$ cat src/rtl/cr_clic_arb_pipe_pkg.sv
// Shared sizing constants for the pipelined CLIC arbiter.
// The CLIC_ARB_HV_TIEBREAK_EN macro is consumed in cr_clic_arb_cmp_tree.
package cr_clic_arb_pipe_pkg;

    localparam int CLIC_INTNUM     = 64;
    localparam int CLIC_INTCTLBITS = 3;
    localparam int CLIC_ARB_NGRP   = 8;
    localparam int CLIC_ARB_IDW    = 12;

    // Arbitration key is {mode, level[ctlBits-1:0]}.
    function automatic int clicKeyW(int ctlBits);
        return ctlBits + 1;
    endfunction

    localparam int CLIC_ARB_KEYW = clicKeyW(CLIC_INTCTLBITS);

endpackage

$ cat src/rtl/cr_clic_arb_cmp_tree.sv
// Combinational balanced max-tree selecting the best {vld, key, id, hv} entry.
// Define CLIC_ARB_HV_TIEBREAK_EN to let hv=1 win equal-key ties before id is considered.
module cr_clic_arb_cmp_tree
    import cr_clic_arb_pipe_pkg::*;
#(
    parameter int KEYW = CLIC_ARB_KEYW,
    parameter int N    = CLIC_ARB_NGRP,
    parameter int IDW  = CLIC_ARB_IDW
)(
    input  logic [N-1:0]      vld_i,
    input  logic [N*KEYW-1:0] key_i,
    input  logic [N*IDW-1:0]  id_i,
    input  logic [N-1:0]      hv_i,
    output logic              vld_o,
    output logic [KEYW-1:0]   key_o,
    output logic [IDW-1:0]    id_o,
    output logic              hv_o
);

    localparam int LVLS = (N > 1) ? $clog2(N) : 0;
    localparam int NP   = 1 << LVLS;
    localparam int KPW  = NP * KEYW;
    localparam int IPW  = NP * IDW;

    logic [NP-1:0]   vldPad;
    logic [NP-1:0]   hvPad;
    logic [KPW-1:0]  keyPad;
    logic [IPW-1:0]  idPad;

    logic            nv  [NP];
    logic [KEYW-1:0] nk  [NP];
    logic [IDW-1:0]  nid [NP];
    logic            nh  [NP];

    assign vldPad = NP'(vld_i);
    assign hvPad  = NP'(hv_i);
    assign keyPad = KPW'(key_i);
    assign idPad  = IPW'(id_i);

    function automatic logic aWins(
        input logic            av,
        input logic [KEYW-1:0] ak,
        input logic [IDW-1:0]  aid,
        input logic            ah,
        input logic            bv,
        input logic [KEYW-1:0] bk,
        input logic [IDW-1:0]  bid,
        input logic            bh
    );
        if (!av) return 1'b0;
        if (!bv) return 1'b1;
        if (ak != bk) return ak > bk;
`ifdef CLIC_ARB_HV_TIEBREAK_EN
        if (ah != bh) return ah;
`else
        if (ah != bh) return aid < bid;
`endif
        return aid < bid;
    endfunction

    // Reduce in place: node i at each level takes the better of nodes 2i and 2i+1.
    always_comb begin
        for (int i = 0; i < NP; i++) begin
            nv[i]  = vldPad[i];
            nk[i]  = keyPad[i*KEYW +: KEYW];
            nid[i] = idPad[i*IDW +: IDW];
            nh[i]  = hvPad[i];
        end
        for (int l = 0; l < LVLS; l++) begin
            for (int i = 0; i < NP/2; i++) begin
                if (i < (NP >> (l + 1))) begin
                    if (aWins(nv[2*i], nk[2*i], nid[2*i], nh[2*i],
                              nv[2*i+1], nk[2*i+1], nid[2*i+1], nh[2*i+1])) begin
                        nv[i]  = nv[2*i];
                        nk[i]  = nk[2*i];
                        nid[i] = nid[2*i];
                        nh[i]  = nh[2*i];
                    end else begin
                        nv[i]  = nv[2*i+1];
                        nk[i]  = nk[2*i+1];
                        nid[i] = nid[2*i+1];
                        nh[i]  = nh[2*i+1];
                    end
                end
            end
        end
    end

    assign vld_o = nv[0];
    assign key_o = nk[0];
    assign id_o  = nid[0];
    assign hv_o  = nh[0];

endmodule

$ cat src/rtl/cr_clic_arb_pipe.sv
// Two-stage pipelined CLIC arbiter: registered group winners, then a registered final winner.
// Tie-break behaviour follows CLIC_ARB_HV_TIEBREAK_EN (see cr_clic_arb_cmp_tree).
module cr_clic_arb_pipe
    import cr_clic_arb_pipe_pkg::*;
#(
    parameter int CLICINTNUM     = CLIC_INTNUM,
    parameter int CLICINTCTLBITS = CLIC_INTCTLBITS,
    parameter int NGRP           = CLIC_ARB_NGRP,
    parameter int ID_WIDTH       = CLIC_ARB_IDW
)(
    input  logic                                   out_clk,
    input  logic                                   cpurst_b,
    input  logic [CLICINTNUM-1:0]                  kid_arb_int_req,
    input  logic [CLICINTNUM-1:0]                  kid_arb_int_hv,
    input  logic [(CLICINTCTLBITS+1)*CLICINTNUM-1:0] kid_arb_int_all_vec,
    input  logic [CLICINTCTLBITS-1:0]              ctrl_xx_int_lv_or_mask,
    input  logic [7:0]                             ctrl_arb_int_th,
    input  logic                                   ctrl_arb_int_claim,
    output logic                                   arb_ctrl_int_vld,
    output logic [ID_WIDTH-1:0]                    arb_ctrl_int_id,
    output logic [7:0]                             arb_ctrl_int_il,
    output logic                                   arb_ctrl_int_mode,
    output logic                                   arb_ctrl_int_hv,
    output logic                                   out_clk_en
);

    localparam int CTL  = CLICINTCTLBITS;
    localparam int KEYW = clicKeyW(CTL);
    localparam int GSZ  = CLICINTNUM / NGRP;

    logic [NGRP-1:0]          c1Vld;
    logic [NGRP*KEYW-1:0]     c1Key;
    logic [NGRP*ID_WIDTH-1:0] c1Id;
    logic [NGRP-1:0]          c1Hv;

    logic [NGRP-1:0]          gVld_q, gVld_d;
    logic [NGRP*KEYW-1:0]     gKey_q, gKey_d;
    logic [NGRP*ID_WIDTH-1:0] gId_q,  gId_d;
    logic [NGRP-1:0]          gHv_q,  gHv_d;

    logic                     c2Vld;
    logic [KEYW-1:0]          c2Key;
    logic [ID_WIDTH-1:0]      c2Id;
    logic                     c2Hv;

    logic                     s2Vld_q, s2Vld_d;
    logic [KEYW-1:0]          s2Key_q;
    logic [ID_WIDTH-1:0]      s2Id_q;
    logic                     s2Hv_q;

    logic [CTL-1:0]           s2Lvl;
    logic [7:0]               ilRaw;
    logic                     flush;

    genvar g, j;
    generate
        for (g = 0; g < NGRP; g++) begin : gen_grp
            logic [GSZ*ID_WIDTH-1:0] grpId;
            for (j = 0; j < GSZ; j++) begin : gen_id
                assign grpId[j*ID_WIDTH +: ID_WIDTH] = ID_WIDTH'(g*GSZ + j);
            end
            cr_clic_arb_cmp_tree #(.KEYW(KEYW), .N(GSZ), .IDW(ID_WIDTH)) u_grp_tree (
                .vld_i (kid_arb_int_req[g*GSZ +: GSZ]),
                .key_i (kid_arb_int_all_vec[g*GSZ*KEYW +: GSZ*KEYW]),
                .id_i  (grpId),
                .hv_i  (kid_arb_int_hv[g*GSZ +: GSZ]),
                .vld_o (c1Vld[g]),
                .key_o (c1Key[g*KEYW +: KEYW]),
                .id_o  (c1Id[g*ID_WIDTH +: ID_WIDTH]),
                .hv_o  (c1Hv[g])
            );
        end
    endgenerate

    cr_clic_arb_cmp_tree #(.KEYW(KEYW), .N(NGRP), .IDW(ID_WIDTH)) u_fin_tree (
        .vld_i (gVld_q),
        .key_i (gKey_q),
        .id_i  (gId_q),
        .hv_i  (gHv_q),
        .vld_o (c2Vld),
        .key_o (c2Key),
        .id_o  (c2Id),
        .hv_o  (c2Hv)
    );

    // A claim of the presented winner empties both stages; refill comes from live req.
    assign flush = ctrl_arb_int_claim & arb_ctrl_int_vld;

    always_comb begin
        gVld_d  = flush ? '0 : c1Vld;
        gKey_d  = c1Key;
        gId_d   = c1Id;
        gHv_d   = c1Hv;
        s2Vld_d = flush ? 1'b0 : c2Vld;
    end

    always_ff @(posedge out_clk or negedge cpurst_b) begin
        if (!cpurst_b) begin
            gVld_q  <= '0;
            gKey_q  <= '0;
            gId_q   <= '0;
            gHv_q   <= '0;
            s2Vld_q <= 1'b0;
            s2Key_q <= '0;
            s2Id_q  <= '0;
            s2Hv_q  <= 1'b0;
        end else begin
            gVld_q  <= gVld_d;
            gKey_q  <= gKey_d;
            gId_q   <= gId_d;
            gHv_q   <= gHv_d;
            s2Vld_q <= s2Vld_d;
            s2Key_q <= c2Key;
            s2Id_q  <= c2Id;
            s2Hv_q  <= c2Hv;
        end
    end

    assign s2Lvl = s2Key_q[CTL-1:0];

    generate
        if (CTL == 8) begin : gen_il_full
            assign ilRaw = s2Lvl | (ctrl_xx_int_lv_or_mask & {CTL{s2Vld_q}});
        end else begin : gen_il_pad
            assign ilRaw = {s2Lvl | (ctrl_xx_int_lv_or_mask & {CTL{s2Vld_q}}), {(8-CTL){s2Vld_q}}};
        end
    endgenerate

    // Threshold compare stays combinational so mth updates are seen immediately.
    assign arb_ctrl_int_vld  = s2Vld_q & (ilRaw > ctrl_arb_int_th);
    assign arb_ctrl_int_id   = arb_ctrl_int_vld ? s2Id_q : '0;
    assign arb_ctrl_int_il   = arb_ctrl_int_vld ? ilRaw : 8'h00;
    assign arb_ctrl_int_mode = arb_ctrl_int_vld & s2Key_q[CTL];
    assign arb_ctrl_int_hv   = arb_ctrl_int_vld & s2Hv_q;

    assign out_clk_en = (|kid_arb_int_req) | (|gVld_q) | s2Vld_q | ctrl_arb_int_claim;

endmodule

$ cat config.mk
export PLATFORM = sky130hd
export DESIGN_NAME = cr_clic_arb_pipe
export DESIGN_NICKNAME = d
export VERILOG_FILES = /design/src/rtl/cr_clic_arb_pipe_pkg.sv /design/src/rtl/cr_clic_arb_cmp_tree.sv /design/src/rtl/cr_clic_arb_pipe.sv
export SDC_FILE = /design/constraint.sdc
export NUM_CORES = 1
export LEC_CHECK = 0
export ABC_CLOCK_PERIOD_IN_PS = 6400
export CORE_MARGIN = 2
export CORE_UTILIZATION = 35
export CTS_CLUSTER_SIZE = 10
export DETAILED_ROUTE_END_ITERATION = 8
export GPL_ROUTABILITY_DRIVEN = 1
export MAX_ROUTING_LAYER = met4
export PLACE_DENSITY = 0.72
export RECOVER_POWER = 25
export SLEW_MARGIN = 40
export SYNTH_ARGS = -nofsm -noshare
export SYNTH_HDL_FRONTEND = slang
export SYNTH_SLANG_ARGS = --single-unit
$ cat constraint.sdc
create_clock -name out_clk -period 6.4 [get_ports out_clk]
set_input_delay 0.64 -clock out_clk [delete_from_list [all_inputs] [get_ports out_clk]]
set_output_delay 0.64 -clock out_clk [all_outputs]
set_load 0.1 [all_outputs]
# After elaboration in Yosys (flattened, before gate mapping)
# Index checks and enable logic that the tools add are counted.
# Widths: inputs -> output; s select.
word_totals:
  regBits: 162
  inputBits: 398
  out_inout_bits: 24
  elab_cells: 1567
classes:
  order_cmp: 95
  eq_ne: 126
  mux: 1327
  bitwise_logic: 9
  n_reduce_logical: 2
op_table:
  columns: ["op", "count"]
  rows:
  - ["$mux 1", 1230]
  - ["$mux 12", 24]
  - ["$gt 4x4->1", 63]
  - ["$mux 4", 63]
  - ["$ne 4x4->1", 63]
  - ["$lt 12x12->1", 7]
  - ["$reduce_or 64->1", 1]
  - ["$ne 1x1->1", 63]
  - ["$lt 12x6->1", 4]
  - ["$lt 6x6->1", 8]
  - ["$lt 12x5->1", 2]
  - ["$lt 5x5->1", 4]
  - ["$mux 2", 8]
  - ["$mux 8", 2]
  - ["$lt 12x3->1", 1]
  - ["$lt 12x4->1", 1]
  - ["$gt 8x8->1", 1]
  - ["$lt 4x4->1", 2]
  - ["$reduce_or 8->1", 1]
  - ["$and 1x1->1", 4]
  - ["$and 3x3->3", 1]
  - ["$lt 3x3->1", 1]
  - ["$or 1x1->1", 3]
  - ["$or 3x3->3", 1]
  - ["$lt 1x2->1", 1]

# Depth between registers and ports, before layout
logic_depth:
  word_depth: 37
  mapped_depth: 29
  mapped_depth_nobuf: 26

# Hierarchy
# A second synthesis with hierarchy kept.
hier_totals:
  cells_unflattened: 5275
  area_unflattened_um2: 42868.6
modules_own_cells:
  columns: ["mod", "n_inst", "cells_per_inst", "area_each_um2", "seq_area_each_um2"]
  rows:
  - ["cr_clic_arb_cmp_tree", 9, 555, 4222.8, 0.0]
  - ["cr_clic_arb_pipe", 1, 280, 4863.4, 4053.9]

# Least setup slack after synthesis
# OpenSTA, ideal clock, no wires.
synth_path:
  path_type: "in2reg"
  from: "input kid_arb_int_all_vec[200]"
  to: "register gHv_q[6]"
  setup_ns: 0.125
  t_arrival_ns: 5.077
  required_ns: 6.275
  setup_slack_ns: 1.198
  stages: 25
  path_buffers: 0
  path_cell_list: "inv_1 > ha_1 > nand2b_1 > a21oi_1 > nor2b_1 > o21ai_0 > a31oi_1 > mux2i_1 > inv_1 > ha_1 > nand2b_1 > a21oi_1 > nor2b_1 > o21ai_0 > a21oi_1 > mux2i_1 > inv_1 > ha_1 > nand2b_1 > a21o_1 > a21o_1 > a211o_1 > a21boi_0 > clkinv_1 > mux2_2"
synth_via:
  elab_chain_cells: 28
  word_cells_on_any_way: 57
  cone_classes: "order compare (5); eq/ne (5); mux (47)"
synth_lines:
  columns: ["item", "line_no", "rtl"]
  rows:
  - ["from (decl)", "cr_clic_arb_pipe.sv:15", "input logic [(CLICINTCTLBITS+1)*CLICINTNUM-1:0] kid_arb_int_all_vec,"]
  - ["parallel branches: the longest is 27 deep, another holds $gt 4x4->1", null, null]
  - ["$mux 1 (*)", "cr_clic_arb_cmp_tree.sv:72", "if (aWins(nv[2*i], nk[2*i], nid[2*i], nh[2*i],"]
  - ["via gen_grp[6].u_grp_tree.hv_o", "cr_clic_arb_cmp_tree.sv:17", "output logic hv_o"]
  - ["to (signal assigned)", "cr_clic_arb_pipe.sv:111", "gHv_q <= gHv_d;"]
  - ["to (decl)", "cr_clic_arb_pipe.sv:39", "logic [NGRP-1:0] gHv_q, gHv_d;"]
# Mark *: on every way through the listed nets, which the timed path passes. The select of a mux whose other input is x is not followed.

# Worst setup path in the final report
layout_path:
  from: "input kid_arb_int_all_vec[192]"
  to: "register gKey_q[26]"
layout_via:
  elab_chain_cells: 28
  word_cells_on_any_way: 54
  cone_classes: "order compare (5); eq/ne (5); mux (44)"
layout_lines:
  columns: ["item", "line_no", "rtl"]
  rows:
  - ["parallel branches: the longest is 27 deep, another holds $gt 4x4->1", null, null]
  - ["$mux 4 (*)", "cr_clic_arb_cmp_tree.sv:72", null]
  - ["via c1Key[26]", "cr_clic_arb_pipe.sv:32", "logic [NGRP*KEYW-1:0] c1Key;"]
  - ["to (signal assigned)", "cr_clic_arb_pipe.sv:109", "gKey_q <= gKey_d;"]
  - ["to (decl)", "cr_clic_arb_pipe.sv:37", "logic [NGRP*KEYW-1:0] gKey_q, gKey_d;"]
# Marks and branches as above.

==> out/results.ini <==
[status]
status = finished with violations
violations = max-capacitance violations, max-slew violations

[detailed_routing]
vias = 12736
viasPerCell = 4.92
drc = 0
ant_nets = 0
dr.pass1.iters = 4
routed_wl_um = 40600
wire_per_inst_um = 15.7
drt_iter0_drc = 338

[floorplan]
io_pins = 422
rows = 72
die-height_um = 203
core_area_um2 = 38900
fp.dieW_um = 203
initial_core_util = 0.357
die_area_um2 = 41300

[placed_design]
gp_congestion = 0.909
placed_cells = 2566
portBuffers = 415
dpl.hpwl_um = 36200

[sta]
drv_slew = 88
skew_ns = 0.00699
rsz0062_at_grt = no
min_period_ns = 5.79
holdWs_ns = 0.665
worst_pin_slew_ns = 3.23
hold_viol_final = 0
slew-limit-headroom = -1.15
fin_crit_sh = 0.905
finalSetupViolations = 0
fin_setup_tns_ns = 0
clock.fmax_ghz = 0.173

[global_route]
grt_pass1_vias = 13637
track_usage = 0.200
globalRouteOverflowTotal = 0
grt_max_degree = 60
grt_pass1_wl_um = 64900
antenna_found_initial = 1

[logic_synthesis]
synth-simple-area-share = 0.114
synth.distinct_cells = 58
synth_common_cells = inv_1 (344), ha_1 (278), mux2i_1 (262), a21oi_1 (86), dfrtp_1 (85)
synthAdderAreaFrac = 0.250
synthMuxAreaShare = 0.259
syn_area_um2 = 13900
synth-xor-area-share = 0
synth_most_common_cell = inv_1
synth_area_per_cell_um2 = 8.58
synthFlopType = dfrtp_1
synth_top_area_cell = ha_1
syn_inst = 1620
synth_top_family_by_area = multiplexers
synth.area.top_cells = ha_1 (25%), mux2i_1 (19%), dfrtp_1 (15%)
synth_top_cell_area_share = 0.250
synth_seq_cells = 85
synthArstFlopShare = 1.00
synth_edf_count = 0
ys_warn_count = 0
synth-seq-area-share = 0.153
synth_compound_area_frac = 0.117

[clocking]
h-tree-depth = 3
clk_pin_slew_ns = 0.06
cts_tree = done
cts_sinks = 85
clockBufferDepth = 2
ctsRootBufferMaster = clkbuf_16
cts_buffers = 9
worstSkewPairLatency_ns = 0.35
cts_hold_buf = 0

[critical_path]
reg2reg_from = gId_q[26]
worst-r2r-cell-count = 24
cp-start-kind = input pin
cp-end-kind = flop
crit_path_max_fanout = 7
crit_type = in2reg
r2r-end = s2Key_q[1]
rrSetupSlack_ns = 0.63
cp_data_required_time_ns = 6.63
worstPathArrival_ns = 6.02

[power]
power.density_nw_per_um2 = 372
leakage_nw = 9.72
ir_drop_mv = 0.572
finalPower_mw = 7.07

[cells_and_area]
stdcell_count = 2587
utilization = 0.489
area_growth_syn_to_layout_pct = 36.9
nNetsFinal = 2739
drive_above_1_share = 0.0808

[min_path]
min_path_type = in2async

[job]
drv_cap = 2

==> final cells by class <==
type / count / area (um^2)
Timing Repair Buffer: 448 / 4300
Fill cell: 3701 / 19900
Clock buffer: 9 / 225
Inverter: 348 / 1310
Antenna cell: 1 / 2.50
Sequential cell: 85 / 2130
Clock inverter: 7 / 66.3
Multi-Input combinational cell: 1171 / 10300
Tap cell: 518 / 648
==> power by group <==
part | switching, mW | leakage, nW | total, mW | internal (mW)
combinational | 2.96 | 8.61 | 5.61 | 2.65
sequential | 0.158 | 0.968 | 0.945 | 0.787
clock | 0.237 | 0.145 | 0.511 | 0.274
==> cells by family (layout without fill, tap and decap cells) <==
kind of cell | after synthesis | count (layout)
AO/OA/AOI/OAI | 261 | 261
adder cells (fa/ha/maj) | 278 | 278
buffers and inverters | 369 | 812
flip-flops | 85 | 85
multiplexers | 342 | 342
other | 2 | 8
AND/OR/NAND/NOR | 283 | 283
==> flip-flops by register name, indices dropped and copies added, names as in the netlist <==
| register | flops |
|---|---|
| gId_q | 25 |
| s2Id_q | 6 |
| s2Hv_q | 1 |
| gKey_q | 32 |
| s2Vld_q | 1 |
| gVld_q | 8 |
| gHv_q | 8 |
| s2Key_q | 4 |
==> repair_timing <==
action,in CTS,in global routing
setup buffers,0,4
resized for setup,0,1
setup endpoints to repair,0,11
endpoints found under the hold margin,0,0
==> worst max-delay path, stage by stage <==
cell and delay [ns]:
clkdlybuf4s50_1 0.48, inv_1 0.05, ha_1 0.26, nand2b_1 0.09
a21oi_1 0.06, nor2b_1 0.09, o21ai_0 0.07, a31oi_1 0.35
buf_4 0.22, mux2i_1 0.23, inv_1 0.07, ha_1 0.27
nor2b_1 0.11, o21ai_0 0.09, a21oi_1 0.62, mux2i_1 0.30
inv_1 0.07, ha_1 0.27, nand2b_1 0.11, a21o_1 0.11
a21o_1 0.12, a211o_1 0.16, a21boi_0 0.44, clkinv_1 0.36
mux2_2 0.36
==> per-layer routing <==
| layer | global-route usage | share of wire | up-vias |
|---|---|---|---|
| li1 | - | - | 6466 |
| met1 | 0.214 | 0.41 | 5915 |
| met2 | 0.382 | 0.52 | 304 |
| met3 | 0.0305 | 0.048 | 51 |
| met4 | 0.0495 | 0.021 | 0 |
| met5 | - | 0 | - |
==> cells in the final DEF (no fill, tap or decap), types with 6 or more instances in the layout <==
cell type / Yosys / final
a211oi_1: 9 / 9
a21o_1: 31 / 31
a21oi_1: 86 / 85
a22oi_1: 7 / 7
a31oi_1: 27 / 27
and2_1: 13 / 13
buf_2: 1 / 18
buf_4: 11 / 32
clkbuf_16: 0 / 9
clkdlybuf4s50_1: 0 / 396
conb_1: 2 / 7
dfrtp_1: 85 / 85
ha_1: 278 / 278
inv_1: 344 / 344
mux2_2: 66 / 66
mux2_4: 8 / 8
mux2i_1: 262 / 262
nand2_1: 14 / 14
nand2b_1: 70 / 70
nand4_1: 14 / 14
nor2_1: 77 / 77
nor2b_1: 56 / 56
nor4_1: 16 / 15
o21ai_0: 62 / 62
o21ai_2: 8 / 8
o221ai_1: 6 / 6
==> worst max-delay path by stage <==
stage	startpoint	end	cells after the start
floorplan	kid_arb_int_all_vec[200]	gHv_q[6]	25
global placement	gId_q[26]	s2Key_q[3]	23
detailed placement	gId_q[26]	s2Key_q[3]	23
CTS	gId_q[26]	s2Key_q[3]	23
global route	kid_arb_int_all_vec[192]	gKey_q[26]	25
finish	kid_arb_int_all_vec[192]	gKey_q[26]	25
==> metrics by stage <==
stage,instance area [um^2],setup slack (ns)
after floorplan,13900,1.20
after global placement,18800,0.369
after detailed placement,18700,0.129
after CTS,19000,0.133
after global routing,19000,0.0348
final,19000,0.609
No activity file was read; power rests on OpenSTA's default activity.
